## src/rtl/multiplier_n_if.sv

```systemverilog
// Operator-side bundle for the add-shift multiplier: switch/button levels in,
// register views, adder output and completion flag out.
interface multiplier_n_if #(
    parameter int WIDTH = 8
);
    logic             ClearA_LoadB;
    logic             Run;
    logic             Signed_Mode;
    logic [WIDTH-1:0] SW;
    logic [WIDTH-1:0] Aval;
    logic [WIDTH-1:0] Bval;
    logic             Xval;
    logic [WIDTH:0]   Sum;
    logic             Done;

    modport master (
        output ClearA_LoadB, Run, Signed_Mode, SW,
        input  Aval, Bval, Xval, Sum, Done
    );

    modport slave (
        input  ClearA_LoadB, Run, Signed_Mode, SW,
        output Aval, Bval, Xval, Sum, Done
    );
endinterface

```

## src/rtl/multiplier_n.sv

```systemverilog
// WIDTH-bit sequential add-shift multiplier, signed or unsigned per operation.
// Product accumulates in {A,B}; X is the extension/carry bit above A.
module multiplier_n #(
    parameter int WIDTH = 8
) (
    input  logic          Clk,
    input  logic          Reset,
    multiplier_n_if.slave bus
);
    localparam int CW = $clog2(WIDTH + 1);
    localparam logic [CW-1:0] LAST = CW'(WIDTH - 1);

    typedef enum logic [2:0] {
        IDLE  = 3'd0,
        CLR   = 3'd1,
        ADD   = 3'd2,
        SHIFT = 3'd3,
        HOLD  = 3'd4
    } state_t;

    state_t            state_q, state_d;
    logic [WIDTH-1:0]  a_q, b_q;
    logic              x_q;
    logic [CW-1:0]     count_q;
    logic              mode_q;
    logic              armed_q;
    logic              start;
    logic              subtract;
    logic signed [WIDTH:0] xa_ext, s_ext, sum;

    // Multiplicand extended to WIDTH+1 bits: sign-extended in signed mode.
    function automatic logic signed [WIDTH:0] ext_s(input logic [WIDTH-1:0] s, input logic sgn);
        ext_s = sgn ? $signed({s[WIDTH-1], s}) : $signed({1'b0, s});
    endfunction

    // In signed mode X always mirrors A's sign outside ADD, so {X,A} equals
    // sext(A); in unsigned mode X is zero there, so {X,A} equals {0,A}.
    assign xa_ext   = $signed({x_q, a_q});
    assign s_ext    = ext_s(bus.SW, mode_q);
    assign subtract = mode_q && (count_q == LAST);
    assign sum      = subtract ? (xa_ext - s_ext) : (xa_ext + s_ext);

    // A start needs Run seen low at least once since reset.
    assign start = bus.Run && armed_q;

    assign bus.Aval = a_q;
    assign bus.Bval = b_q;
    assign bus.Xval = x_q;
    assign bus.Sum  = sum;
    assign bus.Done = (state_q == HOLD);

    // State register.
    always_ff @(posedge Clk or negedge Reset) begin
        if (!Reset) state_q <= IDLE;
        else        state_q <= state_d;
    end

    // Next-state logic.
    always_comb begin
        state_d = state_q;
        case (state_q)
            IDLE:    if (start) state_d = CLR;
            CLR:     state_d = ADD;
            ADD:     state_d = SHIFT;
            SHIFT:   state_d = (count_q == LAST) ? HOLD : ADD;
            HOLD:    if (!bus.Run) state_d = IDLE;
            default: state_d = IDLE;
        endcase
    end

    // Start arming: set once Run has been observed low.
    always_ff @(posedge Clk or negedge Reset) begin
        if (!Reset)        armed_q <= 1'b0;
        else if (!bus.Run) armed_q <= 1'b1;
    end

    // Datapath registers: load, clear, conditional add and combined shift.
    always_ff @(posedge Clk or negedge Reset) begin
        if (!Reset) begin
            a_q     <= '0;
            b_q     <= '0;
            x_q     <= 1'b0;
            count_q <= '0;
            mode_q  <= 1'b0;
        end else begin
            case (state_q)
                IDLE: begin
                    if (start) begin
                        mode_q <= bus.Signed_Mode;
                    end else if (!bus.Run && bus.ClearA_LoadB) begin
                        a_q <= '0;
                        x_q <= 1'b0;
                        b_q <= bus.SW;
                    end
                end
                CLR: begin
                    a_q     <= '0;
                    x_q     <= 1'b0;
                    count_q <= '0;
                end
                ADD: begin
                    if (b_q[0]) {x_q, a_q} <= sum;
                end
                SHIFT: begin
                    x_q     <= mode_q ? x_q : 1'b0;
                    a_q     <= {x_q, a_q[WIDTH-1:1]};
                    b_q     <= {a_q[0], b_q[WIDTH-1:1]};
                    count_q <= count_q + 1'b1;
                end
                default: ;
            endcase
        end
    end
endmodule

```

## src/flat_wrapper.sv

```systemverilog
// flat-port wrapper written by rule: the top's interface ports become plain ports
module multiplier_n_flat 
#(
    parameter int WIDTH = 8
)
  (Clk, Reset, bus_ClearA_LoadB, bus_Run, bus_Signed_Mode, bus_SW, bus_Aval, bus_Bval, bus_Xval, bus_Sum, bus_Done);
  multiplier_n_if #(.WIDTH(WIDTH)) bus_i ();
  input  logic Clk;
  input  logic Reset;
  input wire logic [$bits(bus_i.ClearA_LoadB)-1:0] bus_ClearA_LoadB;
  input wire logic [$bits(bus_i.Run)-1:0] bus_Run;
  input wire logic [$bits(bus_i.Signed_Mode)-1:0] bus_Signed_Mode;
  input wire logic [$bits(bus_i.SW)-1:0] bus_SW;
  output wire logic [$bits(bus_i.Aval)-1:0] bus_Aval;
  output wire logic [$bits(bus_i.Bval)-1:0] bus_Bval;
  output wire logic [$bits(bus_i.Xval)-1:0] bus_Xval;
  output wire logic [$bits(bus_i.Sum)-1:0] bus_Sum;
  output wire logic [$bits(bus_i.Done)-1:0] bus_Done;
  assign bus_i.ClearA_LoadB = bus_ClearA_LoadB;
  assign bus_i.Run = bus_Run;
  assign bus_i.Signed_Mode = bus_Signed_Mode;
  assign bus_i.SW = bus_SW;
  assign bus_Aval = bus_i.Aval;
  assign bus_Bval = bus_i.Bval;
  assign bus_Xval = bus_i.Xval;
  assign bus_Sum = bus_i.Sum;
  assign bus_Done = bus_i.Done;
  multiplier_n #(.WIDTH(WIDTH)) u_core (.Clk(Clk), .Reset(Reset), .bus(bus_i));
endmodule
```

## config.mk

```make
export PLATFORM = sky130hd
export DESIGN_NAME = multiplier_n_flat
export DESIGN_NICKNAME = d
export VERILOG_FILES = /design/src/rtl/multiplier_n_if.sv /design/src/rtl/multiplier_n.sv /design/src/flat_wrapper.sv
export SDC_FILE = /design/constraint.sdc
export NUM_CORES = 1
export LEC_CHECK = 0
export CORE_AREA = 10 10 81 65
export CTS_CLUSTER_SIZE = 24
export DETAILED_ROUTE_END_ITERATION = 8
export DIE_AREA = 0 0 91 75
export GPL_ROUTABILITY_DRIVEN = 0
export PLACE_DENSITY = 0.78
export RECOVER_POWER = 25
export SYNTH_ARGS = -nofsm -noshare
export SYNTH_HDL_FRONTEND = slang
export SYNTH_SLANG_ARGS = --single-unit
```

## constraint.sdc

```tcl
create_clock -name Clk -period 3.9 [get_ports Clk]
set_clock_uncertainty 0.15 [all_clocks]
set_input_delay 0.78 -clock Clk [delete_from_list [all_inputs] [get_ports Clk]]
set_output_delay 0.78 -clock Clk [all_outputs]
set_load 0.05 [all_outputs]
```

# ---- Yosys cells after proc, flatten, opt, wreduce, memory -nomap -nowiden
# Cells that the tools add are included.
dict set report classes {
  eq_ne 11
  n_shift 0
  n_lt_le_gt_ge 0
  reduce_logical 13
  mux 19
  bitwise_logic 0
  n_mul 0
  n_div 0
  add_sub_neg 3
}
# op n
set ops {}
lappend ops {{8-bit two-way mux} 5}
lappend ops {{8-bit case mux with 4 select lines} 1}
lappend ops {{9-bit two-way mux} 2}
lappend ops {{8-bit case mux with 2 select lines} 1}
lappend ops {{3-bit case mux with 5 select lines} 1}
lappend ops {{9-bit adder} 1}
lappend ops {{3-bit two-way mux} 3}
lappend ops {{9-bit subtractor} 1}
lappend ops {{4-bit case mux with 2 select lines} 1}
lappend ops {{3-bit by 2-bit == test with 1-bit output (second input constant)} 2}
lappend ops {{2-bit by 1-bit inequality test with 1-bit output (second input constant)} 3}
lappend ops {{2-bit inequality test (second input constant)} 3}
lappend ops {{5-bit AND reduction} 1}
lappend ops {{4-bit by 1-bit adder with 4-bit output (second input constant)} 1}
lappend ops {{4-bit by 3-bit == test with 1-bit output (second input constant)} 1}
lappend ops {{1-bit two-way mux} 4}
lappend ops {{1-bit case mux with 4 select lines} 1}
lappend ops {{2-bit AND reduction} 2}
lappend ops {{4-bit AND reduction} 1}
lappend ops {{2-bit nonzero test} 2}
lappend ops {{4-bit nonzero test} 1}
lappend ops {{3-bit by 1-bit == test with 1-bit output (second input constant)} 1}
lappend ops {{3-bit == test (second input constant)} 1}
lappend ops {{1-bit logical AND} 3}
lappend ops {{3 further kinds} 3}
dict set report totals {
  n_memories 0
  latchBits 0
  out_inout_bits 27
  romBits 0
  input_bits 13
  mem_bits_rw 0
  ff_bits 26
}

# ---- Longest topological paths before layout
dict set report depth {
  ltp_word 5
  ltp_mapped 12
  depth_no_buf 12
}

# ---- Least setup slack after synthesis
# OpenSTA, ideal clock, no wires.
dict set report synth_timing {
  path_type {input-to-output}
  startpoint {input port bus_SW[1]}
  endpoint {output port bus_Sum[7]}
  required_ns 2.970
  arrival_ns 3.265
  stages 9
  setup_slack_ns -0.295
  n_path_buf 0
  cell_sequence {inv_1 > ha_1 > nor3b_1 > nor2_1 > xnor2_1 > ha_1 > a211o_1 > o32a_1 > xnor2_1}
}
dict set report synth_via {
  elab_chain_len 3
}
# item line
set synth_rtl {}
lappend synth_rtl {{start: declaration} flat_wrapper.sv:13} ;# input wire logic [$bits(bus_i.SW)-1:0] bus_SW;
lappend synth_rtl {{9-bit two-way mux *} multiplier_n.sv:33} ;# ext_s = sgn ? $signed({s[WIDTH-1], s}) : $signed({1'b0, s});
lappend synth_rtl {{9-bit adder or 9-bit subtractor (tied branches)} multiplier_n.sv:41} ;# assign sum = subtract ? (xa_ext - s_ext) : (xa_ext + s_ext);
lappend synth_rtl {{9-bit two-way mux *} multiplier_n.sv:41}
lappend synth_rtl {{end: declaration} flat_wrapper.sv:17} ;# output wire logic [$bits(bus_i.Sum)-1:0] bus_Sum;
# Every way passes the cells marked *; elsewhere a longest branch is shown, timed or not.

# ---- Final worst setup path
dict set report layout_timing {
  startpoint {register u_core.count_q[1]}
  endpoint {output port bus_Sum[6]}
}
dict set report layout_via {
  elab_chain_len 3
}
# item line
set layout_rtl {}
lappend layout_rtl {{start: declaration} multiplier_n.sv:24} ;# logic [CW-1:0] count_q;
lappend layout_rtl {{start signal: assignment} multiplier_n.sv:108} ;# count_q <= count_q + 1'b1;
lappend layout_rtl {{4-bit by 3-bit == test with 1-bit output} multiplier_n.sv:40} ;# assign subtract = mode_q && (count_q == LAST);
lappend layout_rtl {{1-bit logical AND} multiplier_n.sv:40}
lappend layout_rtl {{9-bit two-way mux} multiplier_n.sv:41}
# No other way between the ends.

==> results <==
- The number of different library cells used by synthesis comes to between 40 and 50.
- Cells with a size suffix above 1 make up ~33% of the layout.
- The max-slew violation count came to 0.
- The first-pass GRT wire length is 8.57 mm.
- The number of cells on the worst reg-to-reg path is 15.
- At the later pin of the worst-skew pair, clock insertion delay measures 280 ps.
- Entering global routing, the biggest net connects 27 pins.
- Port buffering added 39 buffers.
- The flop-to-flop setup slack is 780 ps.
- The detail-routed net length per standard cell is approximately 17 um.
- The count of state elements after synthesis is 26.
- The end point of the worst hold path is u_core.armed_q.
- The number of placed instances, taps included, is 320.
- The library cell used as clock root buffer is sky130_fd_sc_hd__clkbuf_8.
- Clock tree synthesis found a total of 26 sinks.
- The hold violation count in the final report was 0.
- Pin placement for this block handled 40 I/O pins.
- The via density per instance is 5.60.
- The checks that failed: negative setup slack.
- The pre-antenna-repair detailed-routing pass consisted of 4 iterations.
- The number of global-route vias before repair is between 1500 and 2000.
- The initial antenna violation count is 0.
- The beginning of the worst hold path is u_core.armed_q.
- The cell count after synthesis came out at a little over 200.
- The post-route fraction of the period consumed by the critical path is 101%.
- By startpoint and endpoint, the worst setup path is classified as reg -> out.
- The standard cell with the maximum stage delay on the critical path is sky130_fd_sc_hd__dfrtp_1.
- The post-route DRC violation count is 0.
- At the end of the flow, the number of nets in the layout was roughly 310.
- The netlist area before placement is roughly 1800 sq um.
- The total buffers and inverters traversed by the critical path is 3.
- The flow ran to the end, but the final reports show violations.
- The via count is between 1500 and 2000.
- Counting every net in the synthesized netlist gives 229.
- Summed over all failing endpoints, the final setup total negative slack is -51.4 ps.
- Compared with the post-synthesis result, the final layout area differs by 60.2%.
- Cells fill 79.9% of the core in the end.
- The number of buffers inserted by hold repair at cts is 0.
- Setup violations remaining at the end of the flow were counted as 2.
- Walking the worst path, the cells encountered are ha_4 -> and3b_2 -> nand2_4 -> nor2_2 -> a21o_1 -> buf_6 -> fa_2 -> nor2b_4 -> o31a_1 -> buf_4 -> nor2_2 -> o311ai_4 -> buf_12.
- The headroom to the max-slew limit is 5.78%.
- Each instance of the synthesized netlist takes up on average 8.90 sq um.
- The instance count along the most critical hold path is 1.
- The top achievable clock speed is 253 MHz.
- The top flip-flop cell by instance count after synthesis is sky130_fd_sc_hd__dfrtp_1.
- The clock edge transition at the registers on the reported setup and hold paths is 90 ps.
- Setup repair after global routing could not meet its margin everywhere.
- The share of async-settable or async-resettable flops after synthesis is 100%.
- The largest stage delay on the critical path is 430 ps.
- The min-delay analysis places its worst path in the category reg -> reg.
- The number of synthesized flops with an enable pin is 0.
- The die covers 6830 sq um.
- The critical register-to-register path startpoint is u_core.count_q[1].
- The deepest level of the CTS H-tree is 1.
- Prior to clock tree synthesis, the placed netlist has a worst setup slack of -426 ps.
- Once layout is complete, the cells apart from fillers number 341.
- The routed design has 5.95 mm of wire.
- The initialized floorplan defines 19 standard-cell rows.
- The diode insertion count for antenna repair is 0.
- The detailed router finished its first iteration with 111 violations.
- The core region is 3660 sq um.
- The floorplan die width is 91 um.
- The longest clock path from root to sink contains 2 buffers.
- After synthesis, flip-flops and latches occupy 35.6% of the total area.
- The chip height is between 70 and 80 um.
- Max-cap violations in this run came to 0.
- The clock tree from TritonCTS is built.
- The worst register-to-register path ends at u_core.bus.Aval[6].
- The measured slew at the worst slew-check pin is 1410 ps.
- Setup slack on the critical path of the routed design comes to -49.3 ps.
- By instance count, the cell type seen most on the critical path is sky130_fd_sc_hd__nor2_2.
- The number of clock buffers inserted by TritonCTS is 3.
- The number of fill cells in the layout is 242.
- The kind of capture point of the worst setup path is an output port.
- During synthesis, Yosys emitted a total of 0 warnings.
- The detailed placer's ending HPWL is between 3 and 4 mm.
- The minimum period implied by the final worst setup slack is 3950 ps.
- Once the floorplan was initialized, standard cells occupied 49.9% of the core.
- Along the worst path, the maximum fanout reaches 4.
- For the worst setup path, the data arrival time is 3020 ps.
- The data required time at the worst endpoint is 2970 ps.
- The kind of cell with the highest combined delay on the critical path is compound AO/OA/AOI/OAI gates.
- The detail route stage leaves a number of antenna-violating nets equal to 0.
- After global routing the overflow that remains totals 0.
- The startpoint type of the worst setup path is a flip-flop.
- The overall track demand over capacity in global routing is 14.9%.
## cell type report
cell class / instances / area [sq um] / area share (%)
inverters: 15 / 58.8 / 2.01
clock buffers: 3 / 41.3 / 1.41
well taps: 52 / 65.1 / 2.22
multi-input cells: 156 / 1240 / 42.4
clock inverters: 1 / 30.0 / 1.03
flip-flops and latches: 26 / 651 / 22.2
repair buffers: 88 / 840 / 28.7
## cells in the mapped netlist, types with 2 or more instances
library cell / count / area share, %
sky130_fd_sc_hd__o211ai_1: 2 / 0.82
sky130_fd_sc_hd__a21o_1: 4 / 1.6
sky130_fd_sc_hd__o31a_1: 2 / 0.96
sky130_fd_sc_hd__clkbuf_1: 4 / 0.82
sky130_fd_sc_hd__nor3_1: 7 / 1.9
sky130_fd_sc_hd__nand2_1: 13 / 2.7
sky130_fd_sc_hd__dfrtp_1: 26 / 36
sky130_fd_sc_hd__a22oi_1: 6 / 2.5
sky130_fd_sc_hd__mux2_2: 2 / 1.2
sky130_fd_sc_hd__xnor2_1: 8 / 3.8
sky130_fd_sc_hd__nand3_1: 4 / 1.1
sky130_fd_sc_hd__buf_2: 3 / 0.82
sky130_fd_sc_hd__a21oi_1: 20 / 5.5
sky130_fd_sc_hd__and2_1: 3 / 1.0
sky130_fd_sc_hd__nand2b_1: 2 / 0.69
sky130_fd_sc_hd__o21a_1: 3 / 1.2
sky130_fd_sc_hd__mux2i_1: 9 / 4.9
sky130_fd_sc_hd__ha_1: 10 / 6.9
sky130_fd_sc_hd__o21ai_0: 11 / 3.0
sky130_fd_sc_hd__nand3b_1: 2 / 0.82
sky130_fd_sc_hd__nor2b_1: 2 / 0.69
sky130_fd_sc_hd__nor2_1: 21 / 4.3
sky130_fd_sc_hd__a22o_1: 3 / 1.4
sky130_fd_sc_hd__inv_1: 15 / 3.1
## metal layers
layer / track usage (%) / up-vias / routed length, um
met2: 24.3 / 62 / 2870
met1: 19.0 / 930 / 2600
met3: 3.87 / 19 / 297
met4: 4.68 / 0 / 186
li1: - / 898 / -
met5: 0 / - / 0
## worst max-delay path by stage
stage,from,end,slack (ps),depth (start not counted)
after detailed placement,bus_SW[1],bus_Sum[8],-430,13
final,u_core.count_q[1],bus_Sum[6],-50,13
after CTS,bus_SW[0],bus_Sum[7],-70,11
after global routing,u_core.count_q[0],bus_Sum[7],-130,12
after floorplan,bus_SW[1],bus_Sum[7],10,9
after global placement,bus_SW[1],bus_Sum[8],-400,13
## stage by stage
step	cell area, sq um	hold WS (ps)
6_report	2930	360
5_1_grt	2930	417
4_1_cts	2740	363
3_5_place_dp	2580	336
3_3_place_gp	2580	329
2_1_floorplan	1840	307
## state kept, by name, indices dropped and copies added (netlist names)
register and count:
u_core.state_q 3, u_core.mode_q 1, u_core.armed_q 1, u_core.bus.Aval 8
u_core.bus.Bval 8, u_core.count_q 4, u_core.bus.Xval 1
## repair_timing
item,CTS,global route
pin swaps,13,23
setup endpoints to repair,7,6
gates resized for setup,33,29
buffers inserted,4,13
## kinds of logic (layout without fill, tap and decap cells)
kind of cell,after synthesis,count (layout),synth area share (%)
AO/OA/AOI/OAI,61,61,22.8
AND/OR/NAND/NOR,64,64,18.0
multiplexers,11,11,6.17
flip-flops,26,26,35.6
XOR/XNOR,9,9,4.32
adder cells (fa/ha/maj),11,11,7.95
buffers and inverters,23,107,5.14
## cells in the final DEF (no fill, tap or decap), types with 7 or more instances in the layout
master	n
sky130_fd_sc_hd__clkdlybuf4s50_1	23
sky130_fd_sc_hd__dfrtp_1	26
sky130_fd_sc_hd__o21ai_0	10
sky130_fd_sc_hd__ha_1	7
sky130_fd_sc_hd__nor2_1	18
sky130_fd_sc_hd__nand2_1	12
sky130_fd_sc_hd__mux2i_1	9
sky130_fd_sc_hd__a21oi_1	17
sky130_fd_sc_hd__buf_4	47
sky130_fd_sc_hd__inv_1	14
sky130_fd_sc_hd__buf_12	8
Power is left out: the tool's default activity adds up to more than one toggle a clock period on the data nets, which glitch-free logic cannot reach.
